**src/rtl/uart_pkg.sv**
```systemverilog
// Shared UART definitions: receiver/transmitter FSM states, frame width and
// ASCII digit bounds used by the loopback demo.
package uart_pkg;

    typedef enum logic [2:0] {
        IDLE  = 3'd0,
        START = 3'd1,
        DATA  = 3'd2,
        STOP  = 3'd3,
        BRK   = 3'd4
    } uart_state_e;

    localparam int         DATA_BITS = 8;
    localparam logic [7:0] ASCII_0   = 8'd48;
    localparam logic [7:0] ASCII_9   = 8'd57;

    function automatic logic is_digit(input logic [7:0] c);
        return (c >= ASCII_0) && (c <= ASCII_9);
    endfunction

endpackage

```
**src/rtl/uart_sync2.sv**
```systemverilog
// Two-flop synchronizer for an asynchronous single-bit input; both flops
// reset to RST_VAL so an idle-high line does not look like an edge.
module uart_sync2 #(
    parameter logic RST_VAL = 1'b1
) (
    input  logic clk,
    input  logic rst,
    input  logic d_i,
    output logic q_o
);

    logic meta_q;
    logic sync_q;

    // Synchronizer chain
    always_ff @(posedge clk) begin
        if (rst) begin
            meta_q <= RST_VAL;
            sync_q <= RST_VAL;
        end else begin
            meta_q <= d_i;
            sync_q <= meta_q;
        end
    end

    assign q_o = sync_q;

endmodule

```
**src/rtl/uart_rx_8n1.sv**
```systemverilog
// 8N1 UART receiver clocked by the system clock; a bit-period counter
// locates mid-bit sample points. Emits one-cycle valid / framing-error strobes.
module uart_rx_8n1
    import uart_pkg::*;
#(
    parameter int CLKS_PER_BIT = 10417,
    parameter int CNT_W        = 16
) (
    input  logic       clk,
    input  logic       rst,
    input  logic       rx,
    output logic [7:0] rxbyte,
    output logic       rxvalid,
    output logic       rxerr,
    output logic       busy
);

    localparam logic [CNT_W-1:0] HALF_CNT = CNT_W'((CLKS_PER_BIT - 1) / 2);
    localparam logic [CNT_W-1:0] FULL_CNT = CNT_W'(CLKS_PER_BIT - 1);
    localparam logic [2:0]       LAST_BIT = 3'(DATA_BITS - 1);

    logic             rx_s;
    uart_state_e      state_q,   state_d;
    logic [CNT_W-1:0] cnt_q,     cnt_d;
    logic [2:0]       bit_idx_q, bit_idx_d;
    logic [7:0]       shift_q,   shift_d;
    logic [7:0]       rxbyte_q,  rxbyte_d;
    logic             rxvalid_q, rxvalid_d;
    logic             rxerr_q,   rxerr_d;

    uart_sync2 #(.RST_VAL(1'b1)) u_sync (
        .clk (clk),
        .rst (rst),
        .d_i (rx),
        .q_o (rx_s)
    );

    // Next-state and datapath decode
    always_comb begin
        state_d   = state_q;
        cnt_d     = cnt_q + CNT_W'(1);
        bit_idx_d = bit_idx_q;
        shift_d   = shift_q;
        rxbyte_d  = rxbyte_q;
        rxvalid_d = 1'b0;
        rxerr_d   = 1'b0;
        case (state_q)
            IDLE: begin
                cnt_d = '0;
                if (!rx_s) begin
                    state_d = START;
                end else begin
                    state_d = IDLE;
                end
            end
            START: begin
                if (cnt_q == HALF_CNT) begin
                    cnt_d     = '0;
                    bit_idx_d = 3'd0;
                    // A start bit that is high again at its midpoint was noise.
                    if (!rx_s) begin
                        state_d = DATA;
                    end else begin
                        state_d = IDLE;
                    end
                end else begin
                    state_d = START;
                end
            end
            DATA: begin
                if (cnt_q == FULL_CNT) begin
                    cnt_d     = '0;
                    shift_d   = {rx_s, shift_q[7:1]};
                    bit_idx_d = bit_idx_q + 3'd1;
                    if (bit_idx_q == LAST_BIT) begin
                        state_d = STOP;
                    end else begin
                        state_d = DATA;
                    end
                end else begin
                    state_d = DATA;
                end
            end
            STOP: begin
                if (cnt_q == FULL_CNT) begin
                    cnt_d = '0;
                    if (rx_s) begin
                        rxbyte_d  = shift_q;
                        rxvalid_d = 1'b1;
                        state_d   = IDLE;
                    end else begin
                        rxerr_d = 1'b1;
                        state_d = BRK;
                    end
                end else begin
                    state_d = STOP;
                end
            end
            BRK: begin
                // Park here until the line idles so a held-low line errors once.
                cnt_d = '0;
                if (rx_s) begin
                    state_d = IDLE;
                end else begin
                    state_d = BRK;
                end
            end
            default: begin
                cnt_d   = '0;
                state_d = IDLE;
            end
        endcase
    end

    // State and output registers
    always_ff @(posedge clk) begin
        if (rst) begin
            state_q   <= IDLE;
            cnt_q     <= '0;
            bit_idx_q <= 3'd0;
            shift_q   <= 8'h00;
            rxbyte_q  <= 8'h00;
            rxvalid_q <= 1'b0;
            rxerr_q   <= 1'b0;
        end else begin
            state_q   <= state_d;
            cnt_q     <= cnt_d;
            bit_idx_q <= bit_idx_d;
            shift_q   <= shift_d;
            rxbyte_q  <= rxbyte_d;
            rxvalid_q <= rxvalid_d;
            rxerr_q   <= rxerr_d;
        end
    end

    assign rxbyte  = rxbyte_q;
    assign rxvalid = rxvalid_q;
    assign rxerr   = rxerr_q;
    assign busy    = (state_q != IDLE);

endmodule

```
**config.mk**
```make
export PLATFORM = sky130hd
export DESIGN_NAME = uart_rx_8n1
export DESIGN_NICKNAME = d
export VERILOG_FILES = /design/src/rtl/uart_pkg.sv /design/src/rtl/uart_sync2.sv /design/src/rtl/uart_rx_8n1.sv
export SDC_FILE = /design/constraint.sdc
export NUM_CORES = 1
export LEC_CHECK = 0
export ABC_AREA = 1
export CORE_MARGIN = 1
export CORE_UTILIZATION = 45
export DETAILED_ROUTE_END_ITERATION = 10
export PLACE_DENSITY = 0.65
export REMOVE_ABC_BUFFERS = 1
export SETUP_SLACK_MARGIN = 0.1
export SKIP_CTS_REPAIR_TIMING = 1
export SLEW_MARGIN = 20
export SYNTH_ARGS = -nofsm -noshare
export SYNTH_HDL_FRONTEND = slang
export SYNTH_SLANG_ARGS = --single-unit
```
**constraint.sdc**
```tcl
create_clock -name clk -period 3.75 [get_ports clk]
set_clock_uncertainty 0.1 [all_clocks]
set_input_delay 1.125 -clock clk [delete_from_list [all_inputs] [get_ports clk]]
set_output_delay 1.125 -clock clk [all_outputs]
set_load 0.005 [all_outputs]
```
==> metrics.md <==
| Metric | Value |
|---|---|
| Worst r2r src | cnt_q[0] |
| Final hold viol count | 0 |
| Worst IR Drop VDD | 155.9 uV |
| Drt wl/cell | 10.15 microns |
| CTS sink cnt | 42 |
| Synthesized flop and latch total | 42 |
| Worst Setup SP | state_q[2] |
| Setup crit end kind | output pin |
| Largest net degree at the start of global routing | 21 |
| Antenna Nets Post-Route | 0 |
| Max Cap Violations | 0 |
| Post-synthesis adder-cell area fraction | 2.477% |
| Worst Hold Class | register to register |
| Outcome | completed |
| Cell depth of the worst setup path | 3 |
| Post-synthesis sequential area ratio | 41.61% |
| Initial antenna violation count | 0 |
| Power Dens Cells | 344.5 nW/um^2 |
| Synth warn | 0 |
| EDFF count, synth | 0 |
| Clk slew on worst S/H paths | 0.08 ns |
| Routed met1 length | 1.747 mm |
| Drt pass-1 iters | 4 |
| Worst Tran Pin Value | 0.5702 ns |
| I/O Buffers | 13 |
| CTS Buffer Depth | 2 |
| Setup crit end | busy |
| Worst flop-to-flop path endpoint | shift_q[5] |
| Setup TNS | 0 ns |
| Mapped cell area | 2021 sq um |
| Pre-CTS setup slack | 1.121 ns |
| Starting DRT DRC Count | 36 |
| Worst-path fanout max | 5 |
| Unique masters post-synth | 28 |
| R2R Setup Slk | 1.86 ns |
| Post-synth ARST share | 0% |
| N_diodes | 0 |
| Fin crit share | 71.55% |
| Dpl cell area | 2162 sq um |
| Static Leak | 0.9339 nW |
| CP Launch Type | register |
| Switch share | 23.81% |
| Initial Util | 46.73% |
| Die Span Y | 69.01 microns |
| Xor/xnor share of the synthesized area | 3.467% |
| Final Power | 0.7767 mW |
| Clock Latency Late Sink | 0.30 ns |
| Critical path's slowest cell | clkdlybuf4s50_1 |
| Area delta synth->final | 11.58% |
| Via/cell ratio | 4.813 |
| Top_reg_cell synth | dfxtp_1 |
| CP arrival | 1.46 ns |
| Final Worst Setup Slack | 1.067 ns |
| CTS tree | built |
| Placed Cells | 335 |
| I/O pin count | 14 |
| Avg Inst Size Synth | 7.348 sq um |
| CP delay by family, top | buffers and inverters |
| Hold_ws | 0.3149 ns |
| Number of remaining DRC errors | 0 |
| Gpl congestion | 0.7932 |
| Met3 WL | 140 microns |
| Comb pwr share | 3.1% |
| Max frequency | 372.7 MHz |
| Non-filler cells, final | 343 |
| Vias | 1651 |
| Mux contribution to synthesized area | 0% |
| Required time of the worst setup path | 2.52 ns |
| Largest family of logic cells by synthesized area | simple AND/OR/NAND/NOR gates |
| Root Driver | clkbuf_8 |
| GRT Total Usage | 16.07% |
| Die Wd | 69.01 microns |
| Final Setup Violations | 0 |
| Met2 routed WL | 1.524 mm |
| Relative slew slack | 61.94% |
| Post-synthesis simple-gate area fraction | 35.60% |
| Die area | 4762 sq um |
| Post-route cell area | 2255 sq um |
| Slowest cell delay on critical path | 0.49 ns |
| CP cell instances | inv_1, nand2_1, clkdlybuf4s50_1 |
| Vias in the first global route | 1406 |
| Total core area | 4324 sq um |
| CP Class | register to output pin |
| Share of cells above drive strength 1 | 12.03% |
| Hpwl dp | 2.484 mm |
| First-pass GRT wire length | 6.251 mm |
| Standard-cell rows | 24 |
| Total grt overflow | 0 |
| Final wirelength | 3.482 mm |
| Pins over their slew limit | 0 |
| Clock power share | 38.6% |
| Crit path buffers/inverters | 2 |
| Part of the power in registers | 58.3% |
| Fin crit period | 2.683 ns |
| Final core utilization | 52.14% |
| Pint | 0.5918 mW |
| TritonCTS buffer count | 5 |
| Nets | 297 |
| # H-tree levels | 2 |
| Psw | 0.1849 mW |
| RSZ-0062 raised after global routing | false |
| Compound-Gate Fraction of Synth Area | 6.563% |
| R2R depth | 9 |
| DR top layer | met4 |
| Post-Synthesis Cells | 275 |
[power groups by stage]
| stage | logic (mW) | clock network [mW] | registers (mW) |
|---|---|---|---|
| 6_report | 0.0241 | 0.300 | 0.452 |
| 5_1_grt | 0.0283 | 0.330 | 0.453 |
| 4_1_cts | 0.0245 | 0.313 | 0.453 |
| 3_5_place_dp | 0.0243 | 0 | 0.463 |
| 3_3_place_gp | 0.0238 | 0 | 0.463 |
| 2_1_floorplan | 0.0168 | 0 | 0.462 |
[cell usage in the layout (no fill, tap or decap), drive strengths merged, types with 3 or more instances in the layout]
| cell | netlist | final |
|---|---|---|
| nand3 | 13 | 13 |
| clkdlybuf4s50 | 0 | 13 |
| inv | 41 | 42 |
| ha | 4 | 4 |
| dfxtp | 42 | 42 |
| clkbuf | 2 | 5 |
| nor2 | 60 | 60 |
| a21oi | 14 | 14 |
| o21ai | 11 | 11 |
| or2 | 3 | 3 |
| nor3 | 11 | 11 |
| nand4 | 8 | 8 |
| xor2 | 6 | 6 |
| nand2 | 54 | 54 |
[kinds of logic (layout without fill, tap and decap cells)]
family                   count (synthesis)  in the layout
adder cells (fa/ha/maj)                  4              4
AO/OA/AOI/OAI                           26             26
XOR/XNOR                                 8              8
buffers and inverters                   46             62
AND/OR/NAND/NOR                        149            149
flip-flops                              42             42
[worst min-delay path by stage]
| stage | from | to | slack [ns] | cells past startpoint |
|---|---|---|---|---|
| finish | u_sync.meta_q | u_sync.q_o | 0.31 | 1 |
| global route | u_sync.meta_q | u_sync.q_o | 0.33 | 1 |
| CTS | u_sync.meta_q | u_sync.q_o | 0.32 | 1 |
| detailed placement | u_sync.meta_q | u_sync.q_o | 0.30 | 1 |
| global placement | u_sync.meta_q | u_sync.q_o | 0.30 | 1 |
| floorplan | u_sync.meta_q | u_sync.q_o | 0.29 | 1 |
[cell usage after synthesis (all sizes together), types with 2 or more instances]
cell type,n,share of area [%]
nand4,8,3.2
inv,41,7.6
nor3,11,3.3
ha,4,2.5
nor2,60,14
xor2,6,2.6
or2,3,0.93
dfxtp,42,42
xnor2,2,0.87
nand2,54,11
a21oi,14,3.5
nand3,13,3.2
o21ai,11,2.7
clkbuf,2,0.87
buf,3,1.8
[worst reg2reg max path, delay by kind of cell (launching register included)]
family	cells	cell delay, ns
AO/OA/AOI/OAI	2	0.36
adder cells (fa/ha/maj)	1	0.15
flip-flops	1	0.35
buffers and inverters	2	0.11
AND/OR/NAND/NOR	4	0.71
[state kept, by name, summed over array words and instances (netlist names)]
| name | flops |
|---|---|
| rxvalid | 1 |
| bit_idx_q | 3 |
| rxerr | 1 |
| u_sync.meta_q | 1 |
| shift_q | 8 |
| rxbyte | 8 |
| cnt_q | 16 |
| state_q | 3 |
| u_sync.q_o | 1 |
[cell type report]
class                           instances  area [sq um]
Timing Repair Buffer                   13         130.1
Clock buffer                            5         68.82
Multi-Input combinational cell        187         972.2
Fill cell                             454          2069
Clock inverter                          3         23.77
Sequential cell                        42         840.8
Tap cell                               52         65.06
Inverter                               41         153.9
[routing by layer]
metal,global-route usage [%],vias up
met5,0,-
met4,7.483,0
met3,4.386,7
met2,24.27,30
met1,21.25,729
li1,-,885
No activity file was read; power rests on OpenSTA's default activity.
